--- src/rtl/spi_rx_packer.sv ---
// spi_rx_packer: packs 8/16/24/32-bit SPI receive frames into dense
// little-endian 32-bit FIFO words. A frame flagged last forces out any
// partially filled word together with its valid-byte count.
//
// Handshakes (both sides): a transfer happens on a rising clk edge where
// valid and ready are both high. Valid, once raised, holds its payload
// stable until ready is seen; ready may depend combinationally on the
// consumer's ready (frm_ready_o follows word_ready_i in the same cycle).
module spi_rx_packer #(
  parameter int DATA_WIDTH = 32
) (
  input  logic                  clk_i,
  input  logic                  rst_i,
  input  logic                  en_i,
  input  logic [1:0]            rdtb_i,
  input  logic                  frm_valid_i,
  output logic                  frm_ready_o,
  input  logic [DATA_WIDTH-1:0] frm_data_i,
  input  logic                  frm_last_i,
  output logic                  word_valid_o,
  input  logic                  word_ready_i,
  output logic [DATA_WIDTH-1:0] word_data_o,
  output logic [2:0]            word_bcnt_o,
  output logic [1:0]            fill_o,
  output logic                  busy_o
);

  // ACC: accepting frames; FLUSH: draining the leftover bytes of a last frame
  typedef enum logic {
    ST_ACC   = 1'b0,
    ST_FLUSH = 1'b1
  } state_e;

  state_e                  state_q, state_d;
  logic [1:0]              fill_q, fill_d;
  logic [23:0]             stage_q, stage_d;
  logic                    word_valid_q, word_valid_d;
  logic [DATA_WIDTH-1:0]   word_data_q, word_data_d;
  logic [2:0]              word_bcnt_q, word_bcnt_d;

  logic                    slot_free;
  logic                    accept;
  logic [2:0]              total;
  logic [DATA_WIDTH-1:0]   frm_mask;
  logic [55:0]             combined;
  logic                    emit;
  logic [DATA_WIDTH-1:0]   emit_data;
  logic [2:0]              emit_bcnt;

  // Output slot can take a new word when empty or being drained this cycle
  assign slot_free   = ~word_valid_q | word_ready_i;
  assign frm_ready_o = ~rst_i & en_i & (state_q == ST_ACC) & slot_free;
  assign accept      = frm_valid_i & frm_ready_o;
  assign total       = {1'b0, fill_q} + {1'b0, rdtb_i} + 3'd1;

  // Keep only the bytes of the current frame size
  always_comb begin
    frm_mask = '0;
    case (rdtb_i)
      2'd0:    frm_mask = 32'h0000_00FF;
      2'd1:    frm_mask = 32'h0000_FFFF;
      2'd2:    frm_mask = 32'h00FF_FFFF;
      default: frm_mask = 32'hFFFF_FFFF;
    endcase
  end

  // Lanes 0..fill-1 from staging, frame bytes placed directly above them.
  // Staging lanes at or above fill are always zero, so a plain OR merges.
  assign combined = ({24'd0, frm_data_i & frm_mask} << {fill_q, 3'b000})
                  | {32'd0, stage_q};

  // Next-state and output-slot computation
  always_comb begin
    state_d      = state_q;
    fill_d       = fill_q;
    stage_d      = stage_q;
    word_valid_d = word_valid_q;
    word_data_d  = word_data_q;
    word_bcnt_d  = word_bcnt_q;
    emit         = 1'b0;
    emit_data    = '0;
    emit_bcnt    = 3'd0;

    if (!en_i) begin
      // Synchronous flush: identical to reset
      state_d      = ST_ACC;
      fill_d       = 2'd0;
      stage_d      = 24'd0;
      word_valid_d = 1'b0;
      word_data_d  = '0;
      word_bcnt_d  = 3'd0;
    end else begin
      if (state_q == ST_ACC) begin
        if (accept) begin
          if (total < 3'd4) begin
            if (frm_last_i) begin
              emit      = 1'b1;
              emit_data = combined[31:0];
              emit_bcnt = total;
              fill_d    = 2'd0;
              stage_d   = 24'd0;
            end else begin
              stage_d = combined[23:0];
              fill_d  = total[1:0];
            end
          end else begin
            // A full word always goes out; leftover lanes (if any) move down
            emit      = 1'b1;
            emit_data = combined[31:0];
            emit_bcnt = 3'd4;
            stage_d   = combined[55:32];
            fill_d    = total[1:0];
            if (frm_last_i && (total != 3'd4)) begin
              state_d = ST_FLUSH;
            end
          end
        end
      end else begin
        // FLUSH: leftover staging becomes a partial word once the slot frees
        if (slot_free) begin
          emit      = 1'b1;
          emit_data = {8'd0, stage_q};
          emit_bcnt = {1'b0, fill_q};
          fill_d    = 2'd0;
          stage_d   = 24'd0;
          state_d   = ST_ACC;
        end
      end

      if (emit) begin
        word_valid_d = 1'b1;
        word_data_d  = emit_data;
        word_bcnt_d  = emit_bcnt;
      end else if (word_ready_i) begin
        word_valid_d = 1'b0;
        word_data_d  = '0;
        word_bcnt_d  = 3'd0;
      end
    end
  end

  // State and registered outputs
  always_ff @(posedge clk_i or posedge rst_i) begin
    if (rst_i) begin
      state_q      <= ST_ACC;
      fill_q       <= 2'd0;
      stage_q      <= 24'd0;
      word_valid_q <= 1'b0;
      word_data_q  <= '0;
      word_bcnt_q  <= 3'd0;
    end else begin
      state_q      <= state_d;
      fill_q       <= fill_d;
      stage_q      <= stage_d;
      word_valid_q <= word_valid_d;
      word_data_q  <= word_data_d;
      word_bcnt_q  <= word_bcnt_d;
    end
  end

  assign word_valid_o = word_valid_q;
  assign word_data_o  = word_data_q;
  assign word_bcnt_o  = word_bcnt_q;
  assign fill_o       = fill_q;
  assign busy_o       = (fill_q != 2'd0) | (state_q == ST_FLUSH) | word_valid_q;

endmodule

--- config.mk ---
export PLATFORM = sky130hd
export DESIGN_NAME = spi_rx_packer
export DESIGN_NICKNAME = d
export VERILOG_FILES = /design/src/rtl/spi_rx_packer.sv
export SDC_FILE = /design/constraint.sdc
export NUM_CORES = 1
export LEC_CHECK = 0
export CELL_PAD_IN_SITES_DETAIL_PLACEMENT = 1
export CELL_PAD_IN_SITES_GLOBAL_PLACEMENT = 1
export CORE_UTILIZATION = 39
export CTS_BUF_LIST = sky130_fd_sc_hd__clkbuf_4 sky130_fd_sc_hd__clkbuf_8 sky130_fd_sc_hd__clkbuf_16
export CTS_CLUSTER_SIZE = 10
export DETAILED_ROUTE_END_ITERATION = 10
export PLACE_DENSITY_LB_ADDON = 0.1
export SLEW_MARGIN = 20
export SYNTH_ARGS = -nofsm -noshare
export SYNTH_HDL_FRONTEND = slang
export SYNTH_SLANG_ARGS = --single-unit
export TNS_END_PERCENT = 50
--- constraint.sdc ---
create_clock -name clk_i -period 3.48 [get_ports clk_i]
set_clock_uncertainty 0.05 [all_clocks]
set_input_delay 0.348 -clock clk_i [delete_from_list [all_inputs] [get_ports clk_i]]
set_output_delay 0.348 -clock clk_i [all_outputs]
set_load 0.005 [all_outputs]
==> impl_metrics.tcl, run 1 <==
set metrics [dict create \
    endpoint_kind "primary output" \
    hold_viol_final 0 \
    synth_cells 362 \
    die-area_sq_um 9490 \
    grt_pass1_vias 3717 \
    area.growth.synth_to_final_pct 30.7 \
    hpwl_um 8860 \
    htreeDepth 3 \
    routedWlPerCell_um 22.6 \
    syn_avg_cell_area_sq_um 9.81 \
    place_area_sq_um 4440 \
    cts_made_buffers 9 \
    r2r_cells 7 \
    synth_edf_count 0 \
    cp.required_ns 3.08 \
    r2r_slack_ns 0.99 \
    cp-endpoint "busy_o" \
    synth.cell_area_sq_um 3550 \
    diodes 0 \
    cellLeakagePower_uw 0.00190 \
    io_buffers 79 \
    num_vias 3457 \
    drv_slew 0 \
    fmax_ghz 0.359 \
    startpoint "fill_o[1]" \
    start_util 0.405 \
    cts.sink_count 63 \
    die_height_um 97.4 \
    drt_pass1_iterations 4 \
    ys.flop_type "dfrtp_1" \
    reg2reg_to "word_data_o[10]" \
    r2r_start "fill_o[1]" \
    final_nets 480 \
    run_status "finished clean" \
    finish.instance_area_sq_um 4640 \
    clock_path_buffers 2 \
    cts_tree "done" \
    synth_largest_area_cell "dfrtp_1" \
    critical_path_class "reg2out" \
    core_area_sq_um 8760 \
    ys_types 49 \
    synth_area_leaders "dfrtp_1 44%, a32o_1 3.9%, nand2_1 3.8%, a21oi_1 3.4%, a22o_1 3.2%" \
    ir_drop_uv 194 \
    grt_pass1_wl_um 20400 \
    grt_max_degree 48 \
    overflow 0 \
    postRouteAntennaNets 0 \
    drv_cap 0 \
    tns_ns 0 \
    drt_iter0_markers 194 \
    clock-root-buffer "clkbuf_8" \
    post-route-period-util 0.800 \
    yosysWarnings 0 \
    fin_crit_ns 2.78 \
    wl_um 12400 \
    cellPowerDensity_nw_per_um2 419 \
    slew_headroom 0.368 \
    worstSetupStartpointType "flip-flop" \
    final_core_util 0.529 \
    io-pin-count 80 \
    synth_fp_nets 404 \
    clkTransAtPathRegs_ns 0.08 \
    track_usage 0.279 \
    drc 0 \
    num_rows 34 \
    clock_latency_ns 0.35 \
    setup_viol 0 \
    antenna_found_initial 0 \
    crit_fanout 42 \
    via_per_inst 6.27 \
    synth_most_common_cell "dfrtp_1" \
    globalplace.congestion 0.874 \
    ys_seq_area_frac 0.444 \
    ctsResizeCount 0 \
    die_w_um 97.4 \
    synth_seq_cells 63 \
    cts_hold_buf 0 \
    synth_top_area_frac 0.444 \
    cp.arrival_ns 2.39 \
    post_cts_buffers 0 \
    worst_slew_pin_slew_ns 0.947 \
    yosys-top-cells-count "63 x dfrtp_1, 36 x nand2_1, 24 x a21oi_1" \
    layout-drive-gt1-share 0.113 \
    rsz0062_at_grt "false" \
    synthArstFlopShare 1.00 \
    min-delay-path-class "reg2reg" \
]
==> kinds of logic (layout without fill, tap and decap cells) <==
| group | after synthesis | in the layout | share of synthesized area |
|---|---|---|---|
| flops | 63 | 63 | 0.444 |
| simple gates | 100 | 100 | 0.164 |
| fa+ha+maj | 2 | 2 | 0.00916 |
| buf+inv | 42 | 123 | 0.0539 |
| compound gates | 155 | 155 | 0.329 |
==> routing by layer <==
| metal | GRT usage | up-vias | part of all wire | wire length (um) |
|---|---|---|---|---|
| met3 | 0.0561 | 31 | 0.064 | 794 |
| met2 | 0.437 | 150 | 0.47 | 5900 |
| li1 | - | 1545 | - | - |
| met4 | 0.109 | 0 | 0.030 | 374 |
| met1 | 0.378 | 1731 | 0.43 | 5370 |
| met5 | 0 | - | 0 | 0 |
==> through the flow <==
| step | std cells | total power (uW) | hold WS, ns | worst slack, ns |
|---|---|---|---|---|
| after floorplan | 362 | 1070 | 0.389 | 0.761 |
| after global placement | 535 | 1280 | 0.401 | 0.643 |
| after detailed placement | 535 | 1290 | 0.415 | 0.604 |
| after CTS | 551 | 1960 | 0.435 | 0.666 |
| after global routing | 551 | 2030 | 0.462 | 0.590 |
| final | 551 | 1950 | 0.444 | 0.696 |
==> cell usage in the layout (no fill, tap or decap), types with 2 or more instances in the layout <==
cell and instances:
clkbuf_8 10, o22ai_1 10, a21boi_0 2, nor4_4 3, dfrtp_1 63, a22o_1 13
a221o_1 9, nand2_1 36, o31ai_1 8, inv_1 11, nor3_1 6, nand3_1 6
o221ai_1 3, a32oi_1 9, and3_1 2, o2bb2ai_1 11, nand3b_1 8, a21o_1 8
o21ai_0 15, nor2_1 6, buf_4 14, a22oi_1 10, a31oi_1 8, a32o_1 14
clkinv_2 3, clkinvlp_4 2, a21oi_1 24, a2bb2oi_1 6, nor2b_1 6, inv_2 2
or2_2 8, nand2b_1 10, clkdlybuf4s50_1 79
==> where the power goes <==
group,total (uW),leakage (uW),switching (uW),internal (uW)
Clock,663,0.0000981,317,346
Combinational,504,0.000931,299,206
Sequential,778,0.000873,18.6,759
==> layout make-up <==
cell class,count,area [sq um]
fillers,1010,4120
multi-input cells,257,1780
flip-flops and latches,63,1580
repair buffers,93,896
clock buffers,10,138
well taps,108,135
clock inverters,6,60.1
inverters,14,52.6
==> worst max-delay path: stages, from the launching register on <==
cell,delay [ns]
dfrtp_1,0.41
buf_4,0.28
or2_2,0.37
nor2_2,0.40
nand2_1,0.11
clkdlybuf4s50_1,0.46
==> state kept, by name (all words and copies together), names as in the netlist <==
name and cells:
word_bcnt_o 3, fill_o 2, stage_q 24, word_valid_o 1, state_q 1, word_data_o 32
==> how the worst min path moves through the flow <==
stage | cells past startpoint | from | end | slack, ns
floorplan | 2 | stage_q[12] | stage_q[12] | 0.39
global placement | 2 | stage_q[13] | stage_q[13] | 0.40
detailed placement | 2 | stage_q[13] | stage_q[13] | 0.41
CTS | 2 | stage_q[13] | stage_q[13] | 0.44
global route | 1 | word_data_o[13] | word_data_o[13] | 0.46
finish | 1 | word_data_o[4] | word_data_o[4] | 0.44
Power figures use the tool's default switching activity.
==> run 2, diff against run 1 <==
Settings changed: CORE_UTILIZATION 39 to 35.
Clock period 3.48 ns to 2.55 ns, I/O delays scaled along.
==> run 2 against run 1 <==
Setup slack worse by 0.58 ns. Clock power up 83%. Non-clock buffer count grew 15. Utilization decreased by 3.2 points. Clock-buffer cell count is 1 higher. Sequential power grew 36%. Sequential share of layout area down 1.7 points. Combinational power grew 43%. Final cell count up 7.3%. Final area increased by 5.3%. Critical path depth unchanged. Via count decreased by 0.32%. Largest cell class unchanged. Largest power group is now clock.
==> impl_metrics.tcl, run 2 (same netlist as run 1, synthesis figures left out) <==
set metrics [dict create \
    die-area_sq_um 10500 \
    largest_reg_flops 32 \
    final_nets 495 \
    globalplace.congestion 0.928 \
    die_height_um 103 \
    worst_slew_pin_slew_ns 0.687 \
    post_cts_buffers 0 \
    ir_drop_uv 233 \
    r2r_slack_ns 0.44 \
    num_rows 36 \
    clock_path_buffers 2 \
    crit_fanout 47 \
    p_clk_frac 0.405 \
    pre_cts_ws_ns -0.0287 \
    clock-root-buffer "clkbuf_8" \
    cts_made_buffers 9 \
    run_status "finished clean" \
    hold_viol_final 0 \
    critical_path_class "reg2out" \
    grt_pass1_wl_um 20400 \
    use_met3 0.0414 \
    final_common_cell "clkdlybuf4s50_1" \
    area.growth.synth_to_final_pct 37.7 \
    min-delay-path-class "in2async" \
    stdcell_count 591 \
    r2r_start "fill_o[1]" \
    seqPwrFrac 0.354 \
    p_int_uw 2130 \
    drv_slew 0 \
    top_usage_layer "met2" \
    power_frac_comb 0.241 \
    p_sw_frac 0.288 \
    postRouteAntennaNets 0 \
    worst_slack_ns 0.119 \
    io_buffers 79 \
    endpoint_kind "primary output" \
    r2r_cells 7 \
    cts_hold_buf 0 \
    grt_pass1_vias 3737 \
    fin_crit_ns 2.43 \
    final_cell_mix "79 x clkdlybuf4s50_1, 63 x dfrtp_1, 36 x nand2_1" \
    drt_iter0_markers 153 \
    track_usage 0.267 \
    slew_headroom 0.540 \
    core_area_sq_um 9820 \
    overflow 0 \
    rsz0062_at_grt "false" \
    place_inst 575 \
    cp.required_ns 2.25 \
    clock_latency_ns 0.36 \
    grt_util_met1 0.348 \
    num_vias 3446 \
    start_util 0.361 \
    cp.arrival_ns 2.13 \
    reg2reg_to "stage_q[1]" \
    whs_ns 0.323 \
    via_per_inst 5.83 \
    setup_viol 0 \
    grt_max_degree 48 \
    startpoint "fill_o[0]" \
    worstSetupStartpointType "flip-flop" \
    wl_um 12900 \
    tns_ns 0 \
    path_cells "buf_4 > or2_2 > nor2_2 > nand2_1 > clkdlybuf4s50_1" \
    cts_tree "done" \
    fmax_ghz 0.411 \
    critPathMaxStageDelay_ns 0.46 \
    drc 0 \
    hpwl_um 9550 \
    met2_usage 0.442 \
    cp-endpoint "busy_o" \
    fill_cells 1156 \
    cellPowerDensity_nw_per_um2 613 \
    routedWlPerCell_um 21.8 \
    antenna_found_initial 0 \
    layout-drive-gt1-share 0.144 \
    clkTransAtPathRegs_ns 0.08 \
    cellLeakagePower_uw 0.00202 \
    p_switching_uw 863 \
    drv_cap 0 \
    htreeDepth 3 \
    cts.sink_count 63 \
    ctsResizeCount 0 \
    die_w_um 103 \
    io-pin-count 80 \
    post-route-period-util 0.953 \
    drt_pass1_iterations 4 \
    diodes 0 \
    slowest_stage "clkdlybuf4s50_1" \
]
## run 2: cell types whose count changed in the layout (fill, tap and decap cells not counted)
cell        change
clkbuf_4        +1
clkinv_4        +1
clkinv_2        -3
fa_1            -1
clkinvlp_4      -2
buf_12          +2
bufinv_16       +3
buf_4          +13
fa_2            +1
## run 2: metal layers
metal	routed length [um]	vias to the layer above
met5	0	-
met4	228	0
met3	562	18
met2	6270	85
met1	5800	1775
li1	-	1568
## run 2: worst min-delay path by stage
| stage | endpoint | slack, ns | start |
|---|---|---|---|
| after detailed placement | stage_q[12] | 0.42 | stage_q[12] |
| after CTS | stage_q[15] | 0.33 | rst_i |
| after global placement | stage_q[14] | 0.40 | stage_q[14] |
| final | stage_q[15] | 0.32 | rst_i |
| after global routing | stage_q[14] | 0.36 | rst_i |
| after floorplan | word_valid_o | 0.33 | en_i |
## run 2: final cells by class
cell class / instances / area (sq um) / area share
inverters: 14 / 52.6 / 0.0108
clock buffers: 11 / 145 / 0.0297
clock inverters: 5 / 129 / 0.0264
well taps: 133 / 166 / 0.0341
multi-input cells: 257 / 1780 / 0.365
flip-flops and latches: 63 / 1580 / 0.323
repair buffers: 108 / 1030 / 0.211
## run 2: stage by stage
stage	area, sq um	total power [uW]	util
floorplan	3560	1470	-
global placement	4610	1790	0.470
detailed placement	4610	1800	0.470
CTS	4890	3020	0.498
global route	4890	3120	0.498
finish	4890	3000	0.498
## run 2: power by group through the flow
stage,clock [uW],sequential [uW],combinational [uW]
after CTS,1240,1060,725
final,1210,1060,722
after detailed placement,0,1080,720
after floorplan,0,1080,389
after global placement,0,1080,708
after global routing,1270,1070,786
## run 2: worst max-delay path, delay by kind of cell, from the launching register on
kind	cells	cell delay, ns
buffers and inverters	2	0.74
and+or+nand+nor	3	0.63
DFF	1	0.39
==> run 3, diff against run 2 <==
Settings changed: CTS_CLUSTER_DIAMETER set to 50, CTS_CLUSTER_SIZE 10 to 8.
==> results of run 3 <==
The final DEF is identical to that of run 2; final timing and power are the same.
